File: src/rtl/instr_buf_pkg.sv
// Shared types and default sizes for the ping-pong instruction reorder buffer.
package instr_buf_pkg;
    localparam int INSTR_W_DEF = 32;
    localparam int DEPTH_DEF   = 16;

    typedef enum logic [1:0] {
        EMPTY   = 2'd0,
        FILLING = 2'd1,
        FULL    = 2'd2
    } bank_state_t;
endpackage

File: src/rtl/instr_buf_bank.sv
// One bank: sequentially written storage, per-entry valid bits, sealed count and state.
module instr_buf_bank
    import instr_buf_pkg::*;
#(
    parameter  int INSTR_W = INSTR_W_DEF,
    parameter  int DEPTH   = DEPTH_DEF,
    localparam int IDX_W   = $clog2(DEPTH)
) (
    input  logic               clk,
    input  logic               rst,
    input  logic               wr_en,
    input  logic [IDX_W-1:0]   wr_idx,
    input  logic [INSTR_W-1:0] wr_data,
    input  logic               seal,
    input  logic               rd_en,
    input  logic [IDX_W-1:0]   rd_idx,
    input  logic               clear,
    output bank_state_t        state,
    output logic [IDX_W:0]     count,
    output logic [INSTR_W-1:0] rd_data,
    output logic               rd_ok
);
    logic [INSTR_W-1:0] mem [DEPTH];
    logic [DEPTH-1:0]   valid;

    always_ff @(posedge clk) begin
        if (wr_en) mem[wr_idx] <= wr_data;
    end

    // A write and a clear never hit the same bank in one cycle: clear needs FULL, write needs !FULL.
    always_ff @(posedge clk) begin
        if (rst) begin
            state <= EMPTY;
            count <= '0;
            valid <= '0;
        end else begin
            if (wr_en) begin
                valid[wr_idx] <= 1'b1;
                if (seal) begin
                    state <= FULL;
                    count <= {1'b0, wr_idx} + 1'b1;
                end else if (state == EMPTY) begin
                    state <= FILLING;
                end
            end
            if (rd_en) valid[rd_idx] <= 1'b0;
            if (clear) state <= EMPTY;
        end
    end

    assign rd_data = mem[rd_idx];
    assign rd_ok   = (state == FULL) && ({1'b0, rd_idx} < count) && valid[rd_idx];
endmodule

File: src/rtl/instr_reorder_buffer.sv
// Ping-pong instruction buffer: fill one bank in order, drain the other by mapped index.
module instr_reorder_buffer
    import instr_buf_pkg::*;
#(
    parameter  int INSTR_W = INSTR_W_DEF,
    parameter  int DEPTH   = DEPTH_DEF,
    localparam int IDX_W   = $clog2(DEPTH)
) (
    input  logic               clk,
    input  logic               rst,
    input  logic               in_valid,
    output logic               in_ready,
    input  logic [INSTR_W-1:0] in_instr,
    input  logic               in_last,
    output logic               start,
    input  logic               rd_req,
    input  logic [IDX_W-1:0]   rd_index,
    output logic               out_valid,
    output logic [INSTR_W-1:0] out_instr,
    output logic               out_err,
    output logic [IDX_W:0]     drain_left
);
    bank_state_t                 state [2];
    logic [1:0][IDX_W:0]         count;
    logic [1:0][INSTR_W-1:0]     rd_data;
    logic [1:0]                  rd_ok;

    logic             fb, db;
    logic [IDX_W-1:0] wr_ptr;
    logic             wr_acc, seal, rd_acc, rd_rej, rel;
    logic [IDX_W:0]   seal_cnt;

    assign in_ready = (state[fb] != FULL);
    assign start    = (state[db] == FULL);
    assign wr_acc   = in_valid && in_ready;
    assign seal     = wr_acc && (in_last || (wr_ptr == IDX_W'(DEPTH - 1)));
    assign seal_cnt = {1'b0, wr_ptr} + 1'b1;
    assign rd_acc   = rd_req && start && rd_ok[db];
    assign rd_rej   = rd_req && !rd_acc;
    assign rel      = rd_acc && (drain_left == (IDX_W+1)'(1));

    for (genvar g = 0; g < 2; g++) begin : g_bank
        instr_buf_bank #(.INSTR_W(INSTR_W), .DEPTH(DEPTH)) u_bank (
            .clk     (clk),
            .rst     (rst),
            .wr_en   (wr_acc && (fb == 1'(g))),
            .wr_idx  (wr_ptr),
            .wr_data (in_instr),
            .seal    (seal),
            .rd_en   (rd_acc && (db == 1'(g))),
            .rd_idx  (rd_index),
            .clear   (rel && (db == 1'(g))),
            .state   (state[g]),
            .count   (count[g]),
            .rd_data (rd_data[g]),
            .rd_ok   (rd_ok[g])
        );
    end

    always_ff @(posedge clk) begin
        if (rst) begin
            fb         <= 1'b0;
            db         <= 1'b0;
            wr_ptr     <= '0;
            drain_left <= '0;
            out_valid  <= 1'b0;
            out_err    <= 1'b0;
            out_instr  <= '0;
        end else begin
            out_valid <= rd_acc;
            out_err   <= rd_rej;
            if (rd_acc) out_instr <= rd_data[db];
            if (wr_acc) begin
                if (seal) begin
                    wr_ptr <= '0;
                    fb     <= ~fb;
                end else begin
                    wr_ptr <= wr_ptr + 1'b1;
                end
            end
            // On release the other bank becomes the drain bank; it may be sealing this very cycle.
            if (rel) begin
                db         <= ~db;
                drain_left <= (state[~db] == FULL) ? count[~db] : (seal ? seal_cnt : '0);
            end else if (rd_acc) begin
                drain_left <= drain_left - 1'b1;
            end else if (seal && (fb == db)) begin
                drain_left <= seal_cnt;
            end
        end
    end
endmodule

File: config.mk
export PLATFORM = sky130hd
export DESIGN_NAME = instr_reorder_buffer
export DESIGN_NICKNAME = d
export VERILOG_FILES = /design/src/rtl/instr_buf_pkg.sv /design/src/rtl/instr_buf_bank.sv /design/src/rtl/instr_reorder_buffer.sv
export SDC_FILE = /design/constraint.sdc
export NUM_CORES = 1
export LEC_CHECK = 0
export CAP_MARGIN = 25
export CORE_MARGIN = 5
export CORE_UTILIZATION = 45
export DETAILED_ROUTE_END_ITERATION = 6
export GPL_ROUTABILITY_DRIVEN = 0
export PLACE_DENSITY = 0.59
export SLEW_MARGIN = 25
export SYNTH_ARGS = -nofsm -noshare
export SYNTH_HDL_FRONTEND = slang
export SYNTH_SLANG_ARGS = --single-unit
File: constraint.sdc
create_clock -name clk -period 4.3 [get_ports clk]
set_input_delay 0.86 -clock clk [delete_from_list [all_inputs] [get_ports clk]]
set_output_delay 0.86 -clock clk [all_outputs]
set_load 0.03 [all_outputs]
-- Word level (Yosys, flattened, before mapping)
Memories as Yosys holds them, arrays and structs flattened.
Cells that the tools add are included.
- flip-flop bits (word level): 91
- memory bits (writable): 1024
- input bits: 41
- memories: 2
- add/sub/neg operators: 3
- order comparisons: 11
- eq/ne operators: 8
- mux-type cells: 43
- bitwise operators: 10
- reductions and logical operators: 33
- memories (name ; words ; bits a word ; read ports ; clocked after Yosys merged registers in ; write ports ; line ; RTL):
    g_bank[0].u_bank.mem ; 16 ; 32 ; 1 ; 0 ; 1 ; instr_buf_bank.sv:23 ; logic [INSTR_W-1:0] mem [DEPTH];
    g_bank[1].u_bank.mem ; 16 ; 32 ; 1 ; 0 ; 1 ; instr_buf_bank.sv:23 ;
- operators with widths (kind ; count):
    16-bit two-way mux ; 6
    32-bit two-way mux ; 2
    5-bit two-way mux ; 7
    16-bit bitwise AND ; 2
    16-bit OR ; 2
    2-bit two-way mux ; 13
    1-bit logical AND ; 19
    16-bit NOT ; 1
    4-bit by 5-bit < comparator with 1-bit output ; 2
    4-bit by 5-bit < comparator with 1-bit output, second input constant ; 2
    1-bit two-way mux ; 10
    2-bit AND reduction ; 5
    1-bit binary-select mux with 4-bit select ; 2
    1-bit demux with 4-bit select ; 2
    2-bit == test, second input constant ; 4
    4-bit by 1-bit >= comparator with 1-bit output, second input constant ; 2
    2-bit >= comparator, second input constant ; 3
    1-bit NOT with 2-bit output ; 3
    4-bit by 1-bit adder with 5-bit output, second input constant ; 1
    5-bit by 1-bit == test with 1-bit output, second input constant ; 1
    5-bit by 1-bit subtractor with 5-bit output, second input constant ; 1
    4-bit by 1-bit adder with 4-bit output, second input constant ; 1
    4-bit == test, second input constant ; 1
    2-bit zero test ; 2
    10 further kinds ; 14

-- Longest topological paths before layout
Gate-level depths: netlist of the first run.
- word-level depth: 11
- gate-level depth with buffers: 10
- mapped depth without buffers: 8

-- Modules after synthesis
From an unflattened synthesis of the first run, not the netlist that was laid out.
- cells, all modules: 1937
- area total of the unflattened synthesis: 43489.2 um2
- modules (own cells, without submodules) (module ; times used ; cells each ; area an instance (um2) ; sequential area each (um2)):
    instr_buf_bank (g_bank[1].u_bank) ; 1 ; 850 ; 20762.4 ; 15835.2
    instr_buf_bank (g_bank[0].u_bank) ; 1 ; 852 ; 20541.0 ; 15835.2
    instr_reorder_buffer ; 1 ; 235 ; 2185.8 ; 900.9

-- Worst setup path after synthesis of the first run
Ideal clock, no wire load.
- kind: input to register
- start: input in_valid
- end: register g_bank[0].u_bank.valid[1]
- setup time: 0.078 ns
- arrival: 3.960 ns
- data required time: 4.222 ns
- setup slack: 0.261 ns
- stages: 6
- buffers on the path: 1
- path through: and3b_1 > clkbuf_1 > nand2_1 > nor3_1 > o21ai_0 > a21oi_1
- longest elaborated chain between the ends: 6
- ends and longest elaborated chain (item ; line ; RTL):
    start, declared ; instr_reorder_buffer.sv:11 ; input logic in_valid,
    1-bit logical AND (*) ; instr_reorder_buffer.sv:35 ; assign wr_acc = in_valid && in_ready;
    1-bit logical AND (*) ; instr_reorder_buffer.sv:46 ; .wr_en (wr_acc && (fb == 1'(g))),
    16-bit two-way mux (*) ; instr_buf_bank.sv:37 ; if (wr_en) begin
    16-bit two-way mux (*) ; instr_buf_bank.sv:32 ; if (rst) begin
    16-bit bitwise AND (no source line) ; -- ;
    16-bit two-way mux (*) ; instr_buf_bank.sv:46 ; if (rd_en) valid[rd_idx] <= 1'b0;
    end signal, assigned ; instr_buf_bank.sv:35 ; valid <= '0;
    end signal, assigned by index ; instr_buf_bank.sv:38 ; valid[wr_idx] <= 1'b1;
    end signal, assigned by index ; instr_buf_bank.sv:46 ;
    end, declared ; instr_buf_bank.sv:24 ; logic [DEPTH-1:0] valid;
Mark *: on every way between the ends. The rest lies on a longest branch, timed or not. The select of a mux whose other input is x is not followed.
A chain may end at the register's enable or synchronous reset.

-- Final worst setup path of the first run
- start: register db
- end: output start
- longest elaborated chain between the ends: 5
- ends and longest elaborated chain (item ; line ; RTL):
    start, declared ; instr_reorder_buffer.sv:28 ; logic fb, db;
    start signal, assigned ; instr_reorder_buffer.sv:83 ; db <= ~db;
    1-bit NOT with 2-bit output (not written as such) ; instr_reorder_buffer.sv:34 ; assign start = (state[db] == FULL);
    2-bit two-way mux (not written as such) (3 in series) ; instr_reorder_buffer.sv:34 ;
    2-bit == test ; instr_reorder_buffer.sv:34 ;
    end, declared ; instr_reorder_buffer.sv:15 ; output logic start,
No other way between the ends. The select of a mux whose other input is x is not followed.

==> results.md, run 1 <==
- Max incr delay on CP: 750 ps
- Die Wd: approximately 320 µm
- Pwr dens: ~460 nW/µm²
- Finished Layout Cells: 3450
- Core Rows: 113
- Worst Skew: 28.6 ps
- Worst Hold Class: register to register
- Clk_lat worst skew: between 600 and 700 ps
- Pin count of the biggest net entering global routing: 93
- CP Launch Point: db
- Final Hold Viols: 0
- Final WS setup: between 1000 and 1500 ps
- Post-CTS Setup Bufs: 0
- Crit path required time: 3440 ps
- R2R Path End: out_instr[10]
- Mapped Cells: slightly below 2000
- Longest Clk Path Bufs: 3
- Period utilization: between 70% and 80%
- Critical Path Sink: start
- Layout cells sized above 1: 29.6%
- WP buf/inv: 1
- Post_cts resized: 0
- Ports: 82
- Leak: 15.5 nW
- Crit-path max FO: 15
- Slew Limit Fails: 0
- Top cells by area, synth: edfxtp_1 72%, mux4_2 17%, dfxtp_1 4.2%
- Critical setup path kind: register to primary output
- Leading area contributor after synthesis: edfxtp_1
- Synth unique cells: 53
- CTS tree: built
- Hold Buf Count CTS: 0
- Predominant post-synthesis flop cell: edfxtp_1
- Antenna Nets Post-Route: 0
- Iteration count of the initial detailed-routing pass: 5
- Yosys reg bits: 1115
- Maxcap violations: 0
- Placed inst area: 45700 µm²
- Reg2reg path depth: 6
- R2R setup slack: 1340 ps
- Mapped Area: roughly 43000 µm²
- Total clock sinks: 1115
- Initial antenna violation count: 5
- Worst-Margin Slew: 1000 ps
- Reg clk slew, reported paths: 60 ps
- Global-route wire length before repair: 153 mm
- Status: finished clean
- Mean Syn Cell Area: 22.3 µm²
- WL/cell: ~31 µm
- CP Capture Type: primary output
- RSZ-0062 raised after global routing: no
- Drt drc: 0
- CP max stage cell: dfxtp_1
- Core ar.: 94900 µm²
- Slew HR: 33.2%
- CP Data Arrival Time: 2350 ps
- Total number of vias: 20571
- Chip Height: 319 µm
- Port Buffers: 81
- Clock buffer count from CTS: 112
- Synth warn: 0
- Setup WS pre-CTS: 677 ps
- CP Cell Sequence: nand2_1 > o21ai_0 > clkdlybuf4s50_1
- Post-layout nets: 2138
- Area Overhead vs Synth: 15.0%
- Die area: 102000 µm²
- H-tree levels: 3
- Fillers: 7272
- CP Launch Type: register
- DP HPWL: 56.5 mm
- Min cycle time layout: around 3200 ps
- WP depth: 3
- Total grt overflow: 0
- Peak VDD IR: 0.000406 V
- Vias in the first global route: 21085
- Seq/Total Area, Yosys: 75.8%
- Syn nets: 1980
- RR Startpoint: db
- CP top delay family: flip-flops
- Tot GR Track Use: about a fifth
- DR vias/cell: between 5 and 6
- Total Neg Setup Slack: 0 ps
- Initial core utilization: 45.3%
- Root buf cell: clkbuf_16
- Async SR Flop Fraction: 0%
- Number of flops mapped to enable cells by yosys: 1024
- Synth top area share: roughly 72%
- Fmax: roughly 310 MHz
- Finish-stage setup viols: 0
- Post-route cell area: just under 50000 µm²
- Post-Route WL: 106 mm
- Initial DRC Count: ~2100
- Placed cell count: 3236
[power by group]
part	internal, mW	switching (mW)	total, mW	leakage (nW)
sequential	11.9	0.0305	12.0	9.96
clock	5.77	4.04	9.81	1.85
combinational	0.443	0.602	1.05	3.67
[through the flow]
stage	utilization, %	hold slack (ps)	power [mW]
after global placement	48.2	471	13.2
after detailed placement	48.2	475	13.3
after CTS	52.2	484	23.0
final	52.1	482	22.8
after global routing	52.1	513	23.6
after floorplan	-	449	12.8
[flip-flops by register name, summed over array words and instances, names as in the netlist]
register             cells
db                       1
drain_left               5
fb                       1
g_bank.u_bank.count     10
g_bank.u_bank.mem     1024
g_bank.u_bank.state      4
g_bank.u_bank.valid     32
out_err                  1
out_instr               32
out_valid                1
wr_ptr                   4
[cell usage after synthesis, types with 2 or more instances]
cell         n
xnor2_1      3
buf_6       13
a21oi_1     30
o21ai_1      2
mux2i_1     14
a21o_1       2
mux2_2       5
a221o_1     32
mux4_2     323
xor2_1       4
inv_1       15
a221oi_1     2
buf_2       24
and2_1       8
clkbuf_1    45
o22ai_1      6
o211ai_1     2
buf_1       10
nor2b_1      8
a211oi_1    28
nand3b_1     2
nor3b_1     35
nor3_1       9
nand2b_1     9
and3_1      15
nand2_1     23
and3b_1      3
dfxtp_1     91
edfxtp_1  1024
buf_4       18
o21ai_0     22
nand3_1      6
ha_1        12
nor2_1      63
[worst reg2reg max path: cells and delay by family (launching register included)]
kind	cells	cell delay (ps)
DFF	1	750
buffers and inverters	1	270
AOI/OAI and AO/OA	3	980
and+or+nand+nor	2	890
[area by class of cell]
class | instances | area, µm² | area share (%)
flip-flops and latches | 1115 | 32600 | 65.9
multi-input cells | 687 | 9870 | 20.0
inverters | 15 | 56.3 | 0.114
well taps | 1265 | 1580 | 3.20
repair buffers | 154 | 1540 | 3.11
clock buffers | 148 | 3120 | 6.32
clock inverters | 65 | 653 | 1.32
diodes | 1 | 2.50 | 0.00507
[layer usage]
layer / up-vias / global-route usage (%) / wire, µm
li1: 8512 / - / -
met1: 11173 / 29.5 / 45000
met2: 706 / 33.4 / 51500
met3: 174 / 3.54 / 6240
met4: 6 / 5.99 / 3110
met5: - / 0 / 32
[cell families (layout without fill, tap and decap cells)]
family                   Yosys count  count (layout)  share of synthesized area, %
adder cells (fa/ha/maj)           12              12                         0.349
multiplexers                     344             344                          17.5
flip-flops                      1115            1115                          75.8
buffers and inverters            125             382                          1.55
XOR/XNOR                           7               7                         0.143
AO/OA/AOI/OAI                    134             134                          2.26
AND/OR/NAND/NOR                  190             190                          2.41
other                              0               1                             0
[placed cells by master (no fill, tap or decap), types with 6 or more instances in the layout]
cell,count
nand2b_1,9
nand3_1,6
nor2_1,51
edfxtp_1,1024
buf_4,51
nand2_1,22
and3_2,12
nor2_4,12
buf_2,24
o21ai_0,22
mux2i_1,14
nor2b_1,8
a21oi_1,30
inv_1,15
clkbuf_1,20
buf_12,23
ha_1,12
nor3b_1,35
clkbuf_8,14
clkinv_1,18
o22ai_1,6
clkdlybuf4s50_1,53
dfxtp_1,91
clkbuf_16,114
mux4_2,323
clkinv_2,24
a221o_1,32
a211oi_1,28
bufinv_16,11
[worst min path at each step]
stage	from	endpoint	slack, ps	depth (start not counted)
finish	g_bank[1].u_bank.count[1]	g_bank[1].u_bank.count[1]	480	2
CTS	g_bank[1].u_bank.count[1]	g_bank[1].u_bank.count[1]	480	2
global placement	g_bank[1].u_bank.state[0]	g_bank[1].u_bank.state[0]	470	2
floorplan	g_bank[1].u_bank.count[1]	g_bank[1].u_bank.count[1]	450	2
detailed placement	g_bank[1].u_bank.count[1]	g_bank[1].u_bank.count[1]	480	2
global route	g_bank[1].u_bank.valid[13]	g_bank[1].u_bank.valid[13]	510	2
No activity file was read; power rests on OpenSTA's default activity.
==> run 2, diff against run 1 <==
PLACE_DENSITY = 0.61   (was 0.59)
clock period = 2.9 ns   (was 4.3 ns; I/O delays follow)
==> run 2 against run 1 <==
  * Critical endpoint unchanged
  * First-iteration DRC count up 8.7%
  * Sequential power up 48%
  * Clock skew down 5.2 ps
  * Final area up 2.7%
  * Total power up 50%
  * Via count up 2.8%
  * Combinational power up 61%
  * Non-clock buffer count up 84
  * Routed wire length up 2.0%
  * Worst setup slack worse by 970 ps
  * Clock power up 51%
  * Global-route usage up 0.49 points
  * Largest power group unchanged
==> results.md, run 2 (same netlist as run 1, synthesis figures left out) <==
- WL/cell: 30.5 µm (-0.48%)
- H-tree levels: 3 (unchanged)
- Worst Hold Class: primary input to register
- Initial core utilization: 45.3% (unchanged)
- Most common cell after layout, fill and taps aside: edfxtp_1
- Post-Route WL: 108 mm (+2.0%)
- Fillers: 7199 (-1.0%)
- Final Hold Viols: 0 (unchanged)
- Critical setup path kind: register to primary output
- Tot GR Track Use: 21.1% (+0.49 points)
- R2R Path End: out_instr[10]
- Ports: 82 (unchanged)
- Critical Path Sink: start
- Global-route wire length before repair: 157 mm (+2.8%)
- CP Capture Type: primary output
- Chip Height: 319 µm (unchanged)
- Hold WS: 394 ps (-88.7 ps)
- R2R setup slack: 450 ps (-890 ps)
- Crit-path max FO: 8 (-7)
- Reg2reg path depth: 9 (+3)
- Total clock sinks: 1115 (unchanged)
- Setup WS pre-CTS: 4.20 ps (-672 ps)
- Pin count of the biggest net entering global routing: 67 (-28%)
- CTS tree: built
- Most frequent cells in the layout: 1024 x edfxtp_1, 323 x mux4_2, 115 x clkbuf_16
- Post-layout nets: 2223 (+4.0%)
- Initial DRC Count: 2246 (+8.7%)
- Post-CTS Setup Bufs: 0 (unchanged)
- Die Wd: 319 µm (unchanged)
- Finished Layout Cells: 3536 (+2.5%)
- N_diodes: 0 (-1)
- Slew HR: 35.6% (+2.3 points)
- Slew Limit Fails: 0 (unchanged)
- Layout cells sized above 1: 31.7% (+2.1 points)
- Iteration count of the initial detailed-routing pass: 5 (unchanged)
- CP Launch Type: register
- Core ar.: 94900 µm² (unchanged)
- Die area: 102000 µm² (unchanged)
- Worst-Margin Slew: 963 ps (-38.2 ps)
- Reg clk slew, reported paths: 60 ps (about the same)
- Leak: 16.1 nW (+3.7%)
- Peak VDD IR: 0.000501 V (+23%)
- Initial antenna violation count: 1 (-4)
- Root buf cell: clkbuf_16
- Placed cell count: 3320 (+2.6%)
- Status: finished clean
- Hold path startpoint: in_instr[16]
- Core Rows: 113 (unchanged)
- Clock buffer count from CTS: 113 (+0.89%)
- RSZ-0062 raised after global routing: no
- Total grt overflow: 0 (unchanged)
- Final core utilization: 53.5% (+1.4 points)
- Port Buffers: 81 (unchanged)
- Maxcap violations: 0 (unchanged)
- Final WS setup: 119 ps (-966 ps)
- Pwr dens: 674 nW/µm² (+46%)
- Vias in the first global route: 21873 (+3.7%)
- Min cycle time layout: about 2800 ps
- Crit path required time: 2320 ps (-1120 ps)
- Worst Skew: 23.4 ps (-5.16 ps)
- Total Neg Setup Slack: 0 ps (unchanged)
- Longest Clk Path Bufs: 3 (unchanged)
- CP Launch Point: db
- DR vias/cell: 5.98 (+0.30%)
- Clk_lat worst skew: 690 ps (about the same)
- DP HPWL: 60.5 mm (+7.1%)
- Final Power: 34.2 mW (+50%)
- Post_cts resized: 1 (+1)
- Fmax: roughly 360 MHz
- CP Data Arrival Time: 2200 ps (-150 ps)
- RR Startpoint: g_bank[1].u_bank.count[1]
- Reg with most FFs: g_bank.u_bank.mem
- Largest registers: g_bank.u_bank.mem (1024), g_bank.u_bank.valid (32), out_instr (32)
- Hold Buf Count CTS: 0 (unchanged)
- Area Overhead vs Synth: 18.0%
- Max reg flops: 1024 (unchanged)
- Finish-stage setup viols: 0 (unchanged)
- Placed inst area: 46900 µm² (+2.6%)
- Post-route cell area: 50700 µm² (+2.7%)
- Antenna Nets Post-Route: 0 (unchanged)
- Period utilization: 95.9%
- Total number of vias: 21148 (+2.8%)
- Drt drc: 0 (unchanged)
-- run 2: cell types whose count changed in the layout (fill, tap and decap cells not counted), moves of 2 or more --
cell             delta
nor3_4              +4
inv_6               +2
buf_4              +42
buf_12             +42
buf_2              -15
nor3_2              -4
clkdlybuf4s50_1    +15
clkinv_1            -8
clkbuf_1            +7
-- run 2: layout make-up --
| class | count | area, µm² | share of cell area [%] |
|---|---|---|---|
| flip-flops and latches | 1115 | 32600 | 64.2 |
| multi-input cells | 687 | 9900 | 19.5 |
| clock buffers | 156 | 3170 | 6.25 |
| repair buffers | 238 | 2770 | 5.46 |
| well taps | 1265 | 1580 | 3.12 |
| clock inverters | 60 | 659 | 1.30 |
| inverters | 15 | 56.3 | 0.111 |
-- run 2: how the worst min path moves through the flow --
| stage | endpoint | slack, ps | depth (start not counted) |
|---|---|---|---|
| 2_1_floorplan | g_bank[1].u_bank.count[1] | 450 | 2 |
| 3_3_place_gp | g_bank[1].u_bank.count[1] | 470 | 2 |
| 3_5_place_dp | g_bank[1].u_bank.count[2] | 480 | 2 |
| 4_1_cts | g_bank[0].u_bank.valid[1] | 440 | 3 |
| 5_1_grt | g_bank[0].u_bank.mem[11][16] | 390 | 1 |
| 6_report | g_bank[0].u_bank.mem[11][16] | 390 | 1 |
-- run 2: layer usage --
layer	wire (µm)	up-vias	track usage (%)
met2	53900	795	35.2
met4	2570	0	5.20
met5	0	-	0
li1	-	8699	-
met3	6960	165	3.48
met1	44600	11489	29.7
-- run 2: worst max-delay path, cell delays in order (launching register included) --
cell	delay, ps
dfxtp_2	460
buf_4	220
nand2_1	60
o21ai_0	80
clkdlybuf4s50_1	700
-- run 2: power by group --
group	internal, mW	switching, mW	total [mW]
Clock	8.73	6.05	14.8
Sequential	17.7	0.0459	17.7
Combinational	0.764	0.930	1.69
Total	27.2	7.03	34.2
